## src/rtl/serial_adder_if.sv

```systemverilog
// Valid/ready operand and result handshake bundle for serial_adder.
// master: operand producer / result consumer; slave: the adder itself.
interface serial_adder_if #(
    parameter int WIDTH = 8
);
    logic             in_valid;
    logic             in_ready;
    logic [WIDTH-1:0] a;
    logic [WIDTH-1:0] b;
    logic             cin;
    logic             out_valid;
    logic             out_ready;
    logic [WIDTH-1:0] sum;
    logic             cout;
    logic             overflow;

    modport master (
        output in_valid, a, b, cin, out_ready,
        input  in_ready, out_valid, sum, cout, overflow
    );

    modport slave (
        input  in_valid, a, b, cin, out_ready,
        output in_ready, out_valid, sum, cout, overflow
    );
endinterface

```

## src/rtl/serial_adder.sv

```systemverilog
// Multi-cycle adder: DIGIT bits per clock through one ripple slice.
// Ports: clk, rst_n (async, active-low), bus (serial_adder_if.slave).
module serial_adder #(
    parameter int WIDTH = 8,
    parameter int DIGIT = 1
) (
    input  logic           clk,
    input  logic           rst_n,
    serial_adder_if.slave  bus
);
    localparam int N  = WIDTH / DIGIT;
    localparam int CW = (N > 1) ? $clog2(N) : 1;

    generate
        if (WIDTH < 1 || DIGIT < 1 || (WIDTH % DIGIT) != 0) begin : g_bad
            $error("serial_adder: DIGIT must be >= 1 and divide WIDTH");
        end
    endgenerate

    typedef enum logic [1:0] {
        IDLE = 2'd0,
        RUN  = 2'd1,
        DONE = 2'd2
    } state_t;

    state_t state, state_n;

    logic [WIDTH-1:0]       a_q, b_q, sum_q;
    logic                   carry_q, cout_q, ovf_q;
    logic [CW-1:0]          k_q;
    logic [DIGIT-1:0]       dsum;
    logic [DIGIT:0]         c;
    logic [WIDTH+DIGIT-1:0] sum_cat;
    logic                   last;
    logic                   in_rdy, out_vld;

    assign last    = (k_q == CW'(N - 1));
    assign sum_cat = {dsum, sum_q};

    // State register
    always_ff @(posedge clk or negedge rst_n) begin
        if (!rst_n) state <= IDLE;
        else        state <= state_n;
    end

    // Next-state logic
    always_comb begin
        state_n = state;
        unique case (state)
            IDLE: if (bus.in_valid)  state_n = RUN;
            RUN:  if (last)          state_n = DONE;
            DONE: if (bus.out_ready) state_n = IDLE;
            default:                 state_n = IDLE;
        endcase
    end

    // Handshake outputs decoded from state only
    always_comb begin
        in_rdy  = 1'b0;
        out_vld = 1'b0;
        unique case (state)
            IDLE:    in_rdy  = 1'b1;
            DONE:    out_vld = 1'b1;
            default: ;
        endcase
    end

    // Ripple slice of full-adder cells on the low digit of the operands
    always_comb begin
        c    = '0;
        dsum = '0;
        c[0] = carry_q;
        for (int i = 0; i < DIGIT; i++) begin
            dsum[i]  = a_q[i] ^ b_q[i] ^ c[i];
            c[i+1]   = (a_q[i] & b_q[i]) | (c[i] & (a_q[i] ^ b_q[i]));
        end
    end

    // Datapath: operands shift right, sum fills from the top, so after
    // N digits the first digit computed lands at the LSB.
    always_ff @(posedge clk or negedge rst_n) begin
        if (!rst_n) begin
            a_q     <= '0;
            b_q     <= '0;
            sum_q   <= '0;
            carry_q <= 1'b0;
            cout_q  <= 1'b0;
            ovf_q   <= 1'b0;
            k_q     <= '0;
        end else begin
            unique case (state)
                IDLE: begin
                    if (bus.in_valid) begin
                        a_q     <= bus.a;
                        b_q     <= bus.b;
                        carry_q <= bus.cin;
                        k_q     <= '0;
                    end
                end
                RUN: begin
                    a_q     <= a_q >> DIGIT;
                    b_q     <= b_q >> DIGIT;
                    sum_q   <= sum_cat[WIDTH+DIGIT-1:DIGIT];
                    carry_q <= c[DIGIT];
                    k_q     <= k_q + 1'b1;
                    if (last) begin
                        // Top bit of the last digit is the operand/sum MSB
                        cout_q <= c[DIGIT];
                        ovf_q  <= (a_q[DIGIT-1] == b_q[DIGIT-1]) &&
                                  (dsum[DIGIT-1] != a_q[DIGIT-1]);
                    end
                end
                default: ;
            endcase
        end
    end

    assign bus.in_ready  = in_rdy;
    assign bus.out_valid = out_vld;
    assign bus.sum       = sum_q;
    assign bus.cout      = cout_q;
    assign bus.overflow  = ovf_q;
endmodule

```

## src/flat_wrapper.sv

```systemverilog
// flat-port wrapper written by rule: the top's interface ports become plain ports
module serial_adder_flat 
#(
    parameter int WIDTH = 8,
    parameter int DIGIT = 1
)
  (clk, rst_n, bus_in_valid, bus_a, bus_b, bus_cin, bus_out_ready, bus_in_ready, bus_out_valid, bus_sum, bus_cout, bus_overflow);
  serial_adder_if #(.WIDTH(WIDTH)) bus_i ();
  input  logic clk;
  input  logic rst_n;
  input wire logic [$bits(bus_i.in_valid)-1:0] bus_in_valid;
  input wire logic [$bits(bus_i.a)-1:0] bus_a;
  input wire logic [$bits(bus_i.b)-1:0] bus_b;
  input wire logic [$bits(bus_i.cin)-1:0] bus_cin;
  input wire logic [$bits(bus_i.out_ready)-1:0] bus_out_ready;
  output wire logic [$bits(bus_i.in_ready)-1:0] bus_in_ready;
  output wire logic [$bits(bus_i.out_valid)-1:0] bus_out_valid;
  output wire logic [$bits(bus_i.sum)-1:0] bus_sum;
  output wire logic [$bits(bus_i.cout)-1:0] bus_cout;
  output wire logic [$bits(bus_i.overflow)-1:0] bus_overflow;
  assign bus_i.in_valid = bus_in_valid;
  assign bus_i.a = bus_a;
  assign bus_i.b = bus_b;
  assign bus_i.cin = bus_cin;
  assign bus_i.out_ready = bus_out_ready;
  assign bus_in_ready = bus_i.in_ready;
  assign bus_out_valid = bus_i.out_valid;
  assign bus_sum = bus_i.sum;
  assign bus_cout = bus_i.cout;
  assign bus_overflow = bus_i.overflow;
  serial_adder #(.WIDTH(WIDTH), .DIGIT(DIGIT)) u_core (.clk(clk), .rst_n(rst_n), .bus(bus_i));
endmodule
```

## config.mk

```make
export PLATFORM = sky130hd
export DESIGN_NAME = serial_adder_flat
export DESIGN_NICKNAME = d
export VERILOG_FILES = /design/src/rtl/serial_adder_if.sv /design/src/rtl/serial_adder.sv /design/src/flat_wrapper.sv
export SDC_FILE = /design/constraint.sdc
export NUM_CORES = 1
export LEC_CHECK = 0
export CAP_MARGIN = 30
export CORE_UTILIZATION = 25
export CTS_CLUSTER_SIZE = 16
export DETAILED_ROUTE_END_ITERATION = 8
export PLACE_DENSITY = 0.51
export RECOVER_POWER = 50
export SKIP_LAST_GASP = 1
export SLEW_MARGIN = 20
export SYNTH_ARGS = -nofsm -noshare
export SYNTH_HDL_FRONTEND = slang
export SYNTH_SLANG_ARGS = --single-unit
```

## constraint.sdc

```tcl
create_clock -name clk -period 2.9 [get_ports clk]
set_input_delay 0.725 -clock clk [delete_from_list [all_inputs] [get_ports clk]]
set_output_delay 0.725 -clock clk [all_outputs]
set_load 0.01 [all_outputs]
```

==> results.md <==
- Result of the run: finished, final reports clean
- Diodes inserted: 0
- Initial Util: 26.5%
- Synth warn: 0
- Root Buffer: clkbuf_8
- Post-DP HPWL: 2210 um
- Nets: 184
- Latest clock arrival within the worst-skew pair: 0.28 ns
- Int Pwr: 1.36 mW
- Critical Path Sink Type: output port
- # setup viols final: 0
- Setup WS pre-CTS: 0.766 ns
- Leading area contributor after synthesis: dfrtp_1
- Min Clock Period, post-route: 2.50 ns
- Kind of cell adding the most delay to the critical path: buffers and inverters
- Die Wd: 79.3 um
- #FFs+latches synth: 32
- Cell Rows: 27
- Final WL: 3200 um
- Post-CTS Setup Repair Bufs: 0
- FMAX: 399 MHz
- Final worst setup slack: 0.395 ns
- Syn Area/Cell: 11.8 um2
- P&R area growth vs syn: 29.3%
- Max IR drop VDD: 0.000361 V
- Critical path depth: 3
- Crit Path Class: reg2out
- CP Cell Sequence: inv_1 > nor2_1 > clkdlybuf4s50_1
- Ports: 33
- Rel. slew slack: 49.7%
- Synthesized Nets: 152
- CTS Buf Count: 5
- Die Ht: 79.3 um
- CP bufs+invs: 2
- Worst setup SP type: flop
- Max Root-Sink Buffers: 2
- CP max FO: 17
- Largest net degree at the start of global routing: 33
- Reg2reg setup slack: 0.88 ns
- Register area share after synthesis: 53.6%
- Synth top area cells: dfrtp_1, o22ai_1, mux2_4, a21oi_1, mux2_2
- Clock transition at path regs: 0.07 ns
- CTS tree: done
- DR vias/cell: 4.76
- FF-to-FF Start: u_core.state[1]
- Combinational share of power: 41.7%
- IO Port Bufs: 32
- Worst setup endpoint: bus_out_valid
- GR Util All Layers: 11.6%
- MaxCap Viol Count: 0
- Pins Over Slew Limit: 0
- WP data arrival: 1.78 ns
- Final Hold Fails: 0
- GP Congestion: 0.701
- Final Cycle Share: 86.4%
- Drt pass-1 iters: 4
- Critical path's slowest cell: clkdlybuf4s50_1
- Gr busiest metal: met2
- Hold Path Origin: u_core.bus.overflow
- RSZ-0062 raised after global routing: false
- Final Cell Area: 1930 um2
- Initial antenna violation count: 0
- Yosys cell types: 26
- Iter 0 DRT Violations: 51
- Num Clock Sinks: 32
- Setup TNS: 0 ns
- Yosys top cell area share: 53.6%
- Power Density: 1070 nW/um2
- GR Layer Usage met3: 2.99%
- Die area: 6280 um2
- Met2 usage: 17.8%
- Total congestion overflow: 0
- Post-Syn Area: 1490 um2
- Layout fillers: 572
- Area post-placement: 1840 um2
- Worst Path Required: 2.17 ns
- H-tree depth: 2
- DRC Markers: 0
- Slowest stage delay, CP: 0.55 ns
- Routed via count: 1,099
- Worst Skew: 0.00431 ns
- GR Util met1: 15.2%
- Mapped Cells: 127
- R2r endpoint: u_core.bus.sum[1]
- Worst hold path class: reg2reg
- First-pass GRT wire length: 5530 um
- Sequential Power Share: 40.3%
- Static Leak: 0.776 nW
- Core region area: 5640 um2
- Clk pwr share: 17.9%
- Avg WL per Cell: 13.9 um
- Worst slew pin tran: 0.754 ns
- Psw: 0.703 mW
- Hold_buf cts: 0
- Share of cells above drive strength 1: 13.2%
- Final antenna-violating net count: 0
- R2r worst-path depth: 3
- Crit path launch: u_core.state[1]
- Cts repair resizes: 0
- Sw frac: 34.0%
- Vias in the first global route: 1,119
[per-stage QoR]
| step | power (mW) | util [%] | hold WS (ns) | std cells |
|---|---|---|---|---|
| final | 2.07 | 34.2 | 0.486 | 231 |
| after global routing | 2.23 | 34.2 | 0.534 | 231 |
| after CTS | 2.10 | 34.4 | 0.490 | 230 |
| after detailed placement | 1.72 | 32.6 | 0.473 | 223 |
| after global placement | 1.69 | 32.6 | 0.465 | 223 |
| after floorplan | 1.45 | - | 0.429 | 127 |
[layout by cell type (no fill, tap or decap), drive strengths merged]
cell	n
a21oi	14
ha	3
xnor2	1
nand3b	2
clkbuf	8
fa	1
dlygate4sd3	1
buf	2
inv	2
or2	1
nor2	5
o31ai	2
o221a	1
clkdlybuf4s50	31
nor2b	1
a22o	2
o21ai	6
mux2	9
nand2b	3
o22ai	27
nand2	4
dfrtp	32
a2bb2oi	1
[power by group through the flow]
stage / Clock [mW] / Combinational, mW / Sequential [mW]
2_1_floorplan: 0 / 0.628 / 0.821
3_3_place_gp: 0 / 0.852 / 0.833
3_5_place_dp: 0 / 0.875 / 0.845
4_1_cts: 0.383 / 0.879 / 0.838
5_1_grt: 0.402 / 0.957 / 0.870
6_report: 0.371 / 0.863 / 0.834
[worst min-delay path, stage by stage, from the launching register on]
cell and delay [ns]:
dfrtp_1 0.35, nand2_1 0.05, o31ai_1 0.06
[flip-flops by register name, summed over array words and instances (netlist names)]
name                 count
u_core.b_q               8
u_core.bus.cout          1
u_core.a_q               8
u_core.bus.overflow      1
u_core.bus.sum           8
u_core.k_q               3
u_core.state             2
u_core.carry_q           1
[logic make-up (layout without fill, tap and decap cells)]
family                     Yosys count  in the layout  synth area share (%)
muxes                                9              9                  8.05
xor gates and xnor gates             1              1                 0.587
buffers and inverters               12             44                  5.62
adders and majority gates            4              4                  3.86
AOI/OAI and AO/OA                   53             53                  21.5
and+or+nand+nor                     16             16                  6.71
DFF                                 32             32                  53.6
[per-layer routing]
layer  vias up  part of all wire (%)
li1        539                     -
met3         4                   3.7
met1       526                    47
met2        30                    47
met5         -                     0
met4         0                   1.4
[cell type report]
| cell class | count | area (um2) | share of cell area (%) |
|---|---|---|---|
| inverter | 2 | 7.51 | 0.389 |
| tap | 72 | 90.1 | 4.67 |
| clock buffer | 7 | 96.3 | 4.99 |
| sequential | 32 | 801 | 41.5 |
| timing repair buffer | 35 | 339 | 17.6 |
| multi-input combinational | 83 | 596 | 30.9 |
[Yosys cell counts]
library cell	n
or2_2	1
ha_1	3
a2bb2oi_1	1
nor2_1	5
nor2b_1	1
fa_1	1
mux2_2	4
xnor2_1	1
o31ai_1	2
inv_1	1
mux2_4	5
inv_2	1
o22ai_1	27
dfrtp_1	32
nand3b_4	1
o21ai_0	6
nand3b_1	1
a22o_1	2
nand2b_1	2
nand2b_4	1
buf_2	4
buf_4	3
o221a_2	1
buf_6	3
nand2_1	4
a21oi_1	14
[worst min-delay path by stage]
stage / end / cells after the start / slack (ns)
2_1_floorplan: u_core.a_q[0] / 0 / 0.43
3_3_place_gp: u_core.bus.overflow / 2 / 0.47
3_5_place_dp: u_core.bus.overflow / 2 / 0.47
4_1_cts: u_core.bus.overflow / 2 / 0.49
5_1_grt: u_core.k_q[1] / 1 / 0.53
6_report: u_core.bus.overflow / 2 / 0.49
Power figures use the tool's default switching activity.
